$ cat src/rtl/fetch_queue.sv
// rtl/fetch_queue.sv - multi-lane compacting instruction buffer between fetch and decode
// Optional same-cycle bypass of an empty queue is enabled by defining FETCH_QUEUE_BYPASS_EN.
module fetch_queue #(
  parameter int FETCH_W = 2,
  parameter int DEQ_W   = 2,
  parameter int XLEN    = 32,
  parameter int DEPTH   = 8
) (
  input  logic                          clk,
  input  logic                          reset,
  input  logic                          flush,
  input  logic [FETCH_W-1:0]            enq_valid,
  input  logic [FETCH_W-1:0][XLEN-1:0]  enq_pc,
  input  logic [FETCH_W-1:0][XLEN-1:0]  enq_instr,
  output logic                          enq_ready,
  output logic [DEQ_W-1:0]              deq_valid,
  output logic [DEQ_W-1:0][XLEN-1:0]    deq_pc,
  output logic [DEQ_W-1:0][XLEN-1:0]    deq_instr,
  input  logic                          deq_ready,
  output logic [$clog2(DEPTH+1)-1:0]    count,
  output logic                          ovf_err
);

  localparam int PW = $clog2(DEPTH);
  localparam int CW = $clog2(DEPTH + 1);
  localparam int LW = (FETCH_W > DEQ_W) ? FETCH_W : DEQ_W;

  logic [XLEN-1:0] mem_pc    [DEPTH];
  logic [XLEN-1:0] mem_instr [DEPTH];
  logic [PW-1:0]   head;
  logic [PW-1:0]   tail;
  logic [CW-1:0]   enq_n;
  logic [CW-1:0]   deq_n;
  logic [CW-1:0]   skip_n;
  logic [CW-1:0]   store_n;
  logic [CW-1:0]   pre [FETCH_W];
  logic [XLEN-1:0] comp_pc    [LW];
  logic [XLEN-1:0] comp_instr [LW];
  logic            enq_fire;
  logic            bypass;

  // Registered count only, so deq_ready never reaches enq_ready combinationally.
  assign enq_ready = (count <= CW'(DEPTH - FETCH_W));
  assign enq_fire  = enq_ready & ~flush;

`ifdef FETCH_QUEUE_BYPASS_EN
  assign bypass = (count == '0) & ~flush;
`else
  assign bypass = 1'b0;
`endif

  // Compaction: lane j lands in slot pre[j], the number of valid lanes below it.
  always_comb begin
    enq_n = '0;
    for (int j = 0; j < FETCH_W; j++) begin
      pre[j] = enq_n;
      enq_n  = enq_n + CW'(enq_valid[j]);
    end
    for (int k = 0; k < LW; k++) begin
      comp_pc[k]    = '0;
      comp_instr[k] = '0;
      for (int j = 0; j < FETCH_W; j++) begin
        if (enq_valid[j] && pre[j] == CW'(k)) begin
          comp_pc[k]    = enq_pc[j];
          comp_instr[k] = enq_instr[j];
        end
      end
    end
  end

  always_comb begin
    skip_n = '0;
    if (bypass && deq_ready)
      skip_n = (enq_n > CW'(DEQ_W)) ? CW'(DEQ_W) : enq_n;
    store_n = enq_fire ? (enq_n - skip_n) : '0;
  end

  always_comb begin
    deq_n = '0;
    for (int i = 0; i < DEQ_W; i++) begin
      deq_valid[i] = 1'b0;
      deq_pc[i]    = '0;
      deq_instr[i] = '0;
      if (bypass) begin
        if (CW'(i) < enq_n) begin
          deq_valid[i] = 1'b1;
          deq_pc[i]    = comp_pc[i];
          deq_instr[i] = comp_instr[i];
        end
      end else if (!flush && count > CW'(i)) begin
        deq_valid[i] = 1'b1;
        deq_pc[i]    = mem_pc[head + PW'(i)];
        deq_instr[i] = mem_instr[head + PW'(i)];
      end
      // Bypassed lanes never entered storage, so they do not move head.
      if (!bypass && deq_ready && deq_valid[i])
        deq_n = deq_n + CW'(1);
    end
  end

  // Lanes consumed by bypass are skipped; the rest pack contiguously from tail.
  always_ff @(posedge clk) begin
    for (int k = 0; k < FETCH_W; k++) begin
      if (enq_fire && CW'(k) >= skip_n && CW'(k) < enq_n) begin
        mem_pc[tail + PW'(CW'(k) - skip_n)]    <= comp_pc[k];
        mem_instr[tail + PW'(CW'(k) - skip_n)] <= comp_instr[k];
      end
    end
  end

  always_ff @(posedge clk or posedge reset) begin
    if (reset) begin
      head    <= '0;
      tail    <= '0;
      count   <= '0;
      ovf_err <= 1'b0;
    end else if (flush) begin
      head  <= '0;
      tail  <= '0;
      count <= '0;
    end else begin
      head  <= head + PW'(deq_n);
      tail  <= tail + PW'(store_n);
      count <= count + store_n - deq_n;
      if (|enq_valid && !enq_ready)
        ovf_err <= 1'b1;
    end
  end

endmodule

$ cat config.mk
export PLATFORM = sky130hd
export DESIGN_NAME = fetch_queue
export DESIGN_NICKNAME = d
export VERILOG_FILES = /design/src/rtl/fetch_queue.sv
export SDC_FILE = /design/constraint.sdc
export NUM_CORES = 1
export LEC_CHECK = 0
export ABC_AREA = 1
export CELL_PAD_IN_SITES_DETAIL_PLACEMENT = 1
export CELL_PAD_IN_SITES_GLOBAL_PLACEMENT = 1
export CORE_UTILIZATION = 43
export DETAILED_ROUTE_END_ITERATION = 8
export GPL_ROUTABILITY_DRIVEN = 0
export GPL_TIMING_DRIVEN = 0
export HOLD_SLACK_MARGIN = 0.05
export PLACE_DENSITY = 0.79
export SYNTH_ARGS = -nofsm -noshare
export SYNTH_HDL_FRONTEND = slang
export SYNTH_SLANG_ARGS = --single-unit
$ cat constraint.sdc
create_clock -name clk -period 3.8 [get_ports clk]
set_input_delay 0.38 -clock clk [delete_from_list [all_inputs] [get_ports clk]]
set_output_delay 0.38 -clock clk [all_outputs]
set_load 0.05 [all_outputs]
After elaboration in Yosys (flattened, before gate mapping). Memories as Yosys holds them, arrays and structs flattened. Index checks and enable logic that the tools add are counted.

Register bits after elaboration: 11. Bits in latches: 0. RAM bits: 512. Bits in read-only memories: 0. Input bits: 134. Output and inout bits: 136. Logic and storage cells: 57. Memories kept: 2.

Add/subtract/negate cells: 8. $mul: 0. Divide/modulo/power cells: 0. $lt $le $gt $ge: 5. Equal/unequal tests: 0. Shift-type cells: 0. Multiplexer cells: 22. Bitwise operators: 2. Reductions and logical operators: 14.

Memory list: mem_instr (depth 8, width 32, rd ports 2, clocked after Yosys merged registers in 0, wr ports 2, RTL line 29) `logic [XLEN-1:0] mem_instr [DEPTH];`; mem_pc (depth 8, width 32, rd ports 2, clocked after Yosys merged registers in 0, wr ports 2, RTL line 28) `logic [XLEN-1:0] mem_pc [DEPTH];`.

Operator list (count): 32-bit 2-to-1 mux (10); 1-bit logical AND (9); 4-bit by 1-bit > comparator with 1-bit output (second input constant) (2); 4-bit 2-to-1 mux (2); 1-bit 2-to-1 mux (7); 3-bit by 1-bit adder with 3-bit output (second input constant) (2); 3-bit 2-to-1 mux (2); 4-bit by 1-bit adder with 4-bit output (second input constant) (1); 4-bit by 2-bit adder with 4-bit output (1); 4-bit by 3-bit <= comparator with 1-bit output (second input constant) (1); 4-bit zero test (1); 1-bit by 2-bit < comparator with 1-bit output (first input constant) (2); 4-bit subtractor (1); 3-bit by 2-bit adder with 3-bit output (1); 3-bit adder (1); 1-bit by 1-bit adder with 2-bit output (1); 1-bit zero test (2); 2-bit 2-to-1 mux (1); 2-bit AND reduction (1); 2-bit OR reduction (1); 1-bit AND (1); 1-bit NOT (1).

Depth between registers and ports, before layout.
Depth in word-level cells: 9. Depth in mapped cells: 16. Depth with buffers taken out: 14.

Least setup slack after synthesis. Ideal clock, no wire load.

Path type: reg-to-reg. Start: register count[3]. End: memory mem_instr[0][0] (enable). Library setup time: 424 ps. Arrival time: 2998 ps. Required time: 3376 ps. Slack: 378 ps. Cell stages (with the launch flop): 9. Buffers on the path: 1. Clock period less this slack: 3422 ps. Cells stage by stage: dfrtp_1 > inv_1 > ha_1 > nand3_1 > nand3_2 > nor2_4 > nand2_1 > clkbuf_1 > nand2_1.

RTL lines: from (decl) (RTL line 20) `output logic [$clog2(DEPTH+1)-1:0] count,`; from (signal assigned) (RTL line 124) `count <= count + store_n - deq_n;`; to (decl) (RTL line 29).

==> results.txt <==
The count of port buffers added during placement is 205. For this run, the total global-route usage over all layers was measured as 0.406. The number of buffers on the longest clock path came out at 3.

The leakage power came out at 0.0198 uW. The depth of the most critical reg-to-reg path came out at 9. The region available for standard cell placement spans 0.0836 mm2.

The worst-case clock skew came out at 0.0207 ns. The area of placed instances came out at 0.0399 mm2. The worst IR drop on VDD came out at 419 uV.

The share of synthesized area occupied by flip-flops and latches came out at 0.432. The tightest slew margin relative to the limit came out at 0.160. The first-iteration detailed-routing DRC count is 4655. The count of hold-fix buffers inserted at cts is 0. The half-perimeter wire length after detailed placement came out at 128000 um. After filler insertion, the fill cell instance count of the layout stands at 10900.

The final-report max-slew violation count is 0. The total number of nets in the final design came out at 5717. The flow ran to the end, but the final reports show violations. The final reports fail on design-rule violations, negative setup slack.

The final count of negative-setup-slack endpoints is 12. The critical path data required time is 3.42 ns. The die span in y came out at 292 um. The floorplan die width came out at 292 um. The number of vias in the routed layout is 40200. Relative to the synthesized area, the layout overhead comes to 15.5%. The residual antenna-violating net count after detailed routing is 0. The register bit count reported by yosys is 523. The wire length per cell came out at 26.4 um. The top cell types in the final layout, fill and taps aside, are 1873 x nand2_1, 912 x nand3_1, 530 x nor2_1, 512 x edfxtp_1, 449 x inv_1. After detailed routing, the number of vias per cell comes to 6.00. Entering global routing, the biggest net connects 45 pins. TritonCTS built the clock tree. The wire length of the first global-routing pass is 257000 um.

The number of placement rows is 106. The max-cap check violation count is 0. The number of global-route vias before repair is 39800. The fraction of final layout cells with drive strength greater than 1 came out at 0.0893. The critical path arrival came out at 3.49 ns. The area used by multi-input combinational logic came out at 0.0165 mm2.

The final core utilization came out at 0.501. The floorplan step defined a die boundary enclosing 0.0855 mm2. The distinct cell type count after synthesis came out at 24. In the finished design, the share of the clock period the worst path needs comes to 1.02. The sum of internal, switching and leakage power is 29800 uW. Registers take 0.0157 mm2. The final hold violation count was 0. The summed instance area of the synthesized netlist came out at 0.0363 mm2. The clock-pin transition on the worst setup and hold timing paths is 0.06 ns.

After routing the design area is 0.0419 mm2. In this run the worst hold path is classified as primary input to asynchronous set/reset pin. The initial antenna violation count came to 8. The setup TNS is -0.287 ns.

The net count after synthesis is 5435. The final layout contains routed wiring with a total length of 177000 um. The top achievable clock speed is 258 MHz. The starting density of the core is 0.434.

The critical path is of the register to primary output type. STA classifies the critical path endpoint as a primary output. Averaged over all synthesized cells, the footprint is 6.87 um2. The final critical path time including I/O delays and setup is 3.87 ns. STA classifies the critical path startpoint as a register. The clock reaches the later pin of the worst-skew pair after 0.62 ns. Of all nets on the critical path, the largest fanout is 10.

The instance count of the mapped netlist came out at 5282. The library cell used most frequently in the layout, excluding fill and tap cells, is nand2_1. For this run, design rule violations remaining after detail routing come to 4. The number of levels in the clock H-tree is 3. The total power per unit cell area is 711 mW/mm2.

The first-pass iteration count of the detailed router is 8. The top-level port count is 270. Final hold analysis gives a worst-case slack of 0.0930 ns. The clock sink count came out at 523.

The TritonCTS buffer count is 67. The count of yosys warnings during synthesis came out at 0. The final worst setup slack is -0.0708 ns. The slew at the pin closest to its max-slew limit is 1.26 ns. Summed over all layers, the global routing overflow is 0. The clock tree root driver cell is clkbuf_16.
-- what timing repair did --
action | 4_1_cts | 5_1_grt
gates cloned | 0 | 0
endpoints found under the hold margin | 0 | 0
resized for setup | 260 | 107
pin swaps | 0 | 0
setup buffers | 2 | 0
setup endpoints to repair | 748 | 83
-- worst max-delay path, cell delays in order (launching register included) --
cell           delay (ns)
dfrtp_1              0.50
buf_6                0.25
buf_8                0.19
buf_12               0.17
inv_8                0.05
buf_6                0.20
buf_4                0.25
nand2_1              0.09
nand3_1              0.08
nand3_1              0.11
nand2_1              0.14
nor2_1               0.25
dlygate4sd2_1        0.56
-- report_power, final --
| group | internal (uW) | switching (uW) | total [uW] |
|---|---|---|---|
| clock | 3500 | 2680 | 6180 |
| sequential | 6790 | 155 | 6950 |
| combinational | 4090 | 12600 | 16700 |
-- cell usage after synthesis --
library cell,count,area (um2)
nor2_1,535,2010
inv_8,1,11.3
buf_6,42,473
buf_2,169,846
nand3_1,912,4560
a21o_1,1,7.51
buf_1,25,93.8
o21ai_1,58,290
nand3_2,1,10.0
nor2_4,1,11.3
a21oi_1,102,510
xnor2_1,3,26.3
ha_1,15,188
inv_1,451,1690
edfxtp_1,512,15400
o21ai_0,327,1640
nand2_1,1881,7060
clkbuf_1,172,646
fa_1,4,80.1
buf_12,1,20.0
buf_4,56,420
dfrtp_1,11,275
buf_8,1,15.0
inv_2,1,3.75
-- path summary, 6_finish.rpt --
kind                               start                to  slack (ns)
max in group asynchronous          reset          count[3]        3.36
min reg2reg                      ovf_err           ovf_err        0.48
max                              head[0]      deq_instr[3]       -0.07
max reg2reg                      tail[1]  mem_instr[7][25]        0.57
min                                reset           tail[0]        0.09
min in group clk           enq_instr[63]  mem_instr[7][31]        0.31
-- final cells by class --
class                           count  share of cell area
Multi-Input combinational cell   3840               0.394
Antenna cell                        6            0.000358
Tap cell                         1080              0.0323
Inverter                          453              0.0410
Sequential cell                   523               0.374
Timing Repair Buffer              215              0.0490
Clock buffer                       93              0.0449
Buffer                            464              0.0622
Clock inverter                     22             0.00302
-- state kept, by name (all words and copies together), names as in the netlist --
name / count
head: 3
count: 4
ovf_err: 1
tail: 3
mem_pc: 256
mem_instr: 256
-- layer usage --
metal / global-route usage / vias to the layer above / share of wire / routed length [um]
met5: 0 / - / 0.00060 / 106
met4: 0.206 / 16 / 0.054 / 9640
met3: 0.0979 / 560 / 0.11 / 19900
met2: 0.623 / 2403 / 0.44 / 77700
met1: 0.533 / 19600 / 0.39 / 69500
li1: - / 17600 / - / -
-- stage by stage --
step                      setup WS [ns]  cells
final                           -0.0708   6696
after CTS                       0.00251   6691
after global placement            -2.70   6567
after detailed placement          -1.25   6575
after floorplan                   0.378   5282
after global routing           -0.00741   6691
-- logic make-up after synthesis --
logic type	after synthesis	share of synthesized area
fa+ha+maj	19	0.00738
simple gates	3330	0.377
xor+xnor	3	0.000725
flops	523	0.432
buf+inv	919	0.116
compound gates	488	0.0674
(Power assumes the default switching activity.)
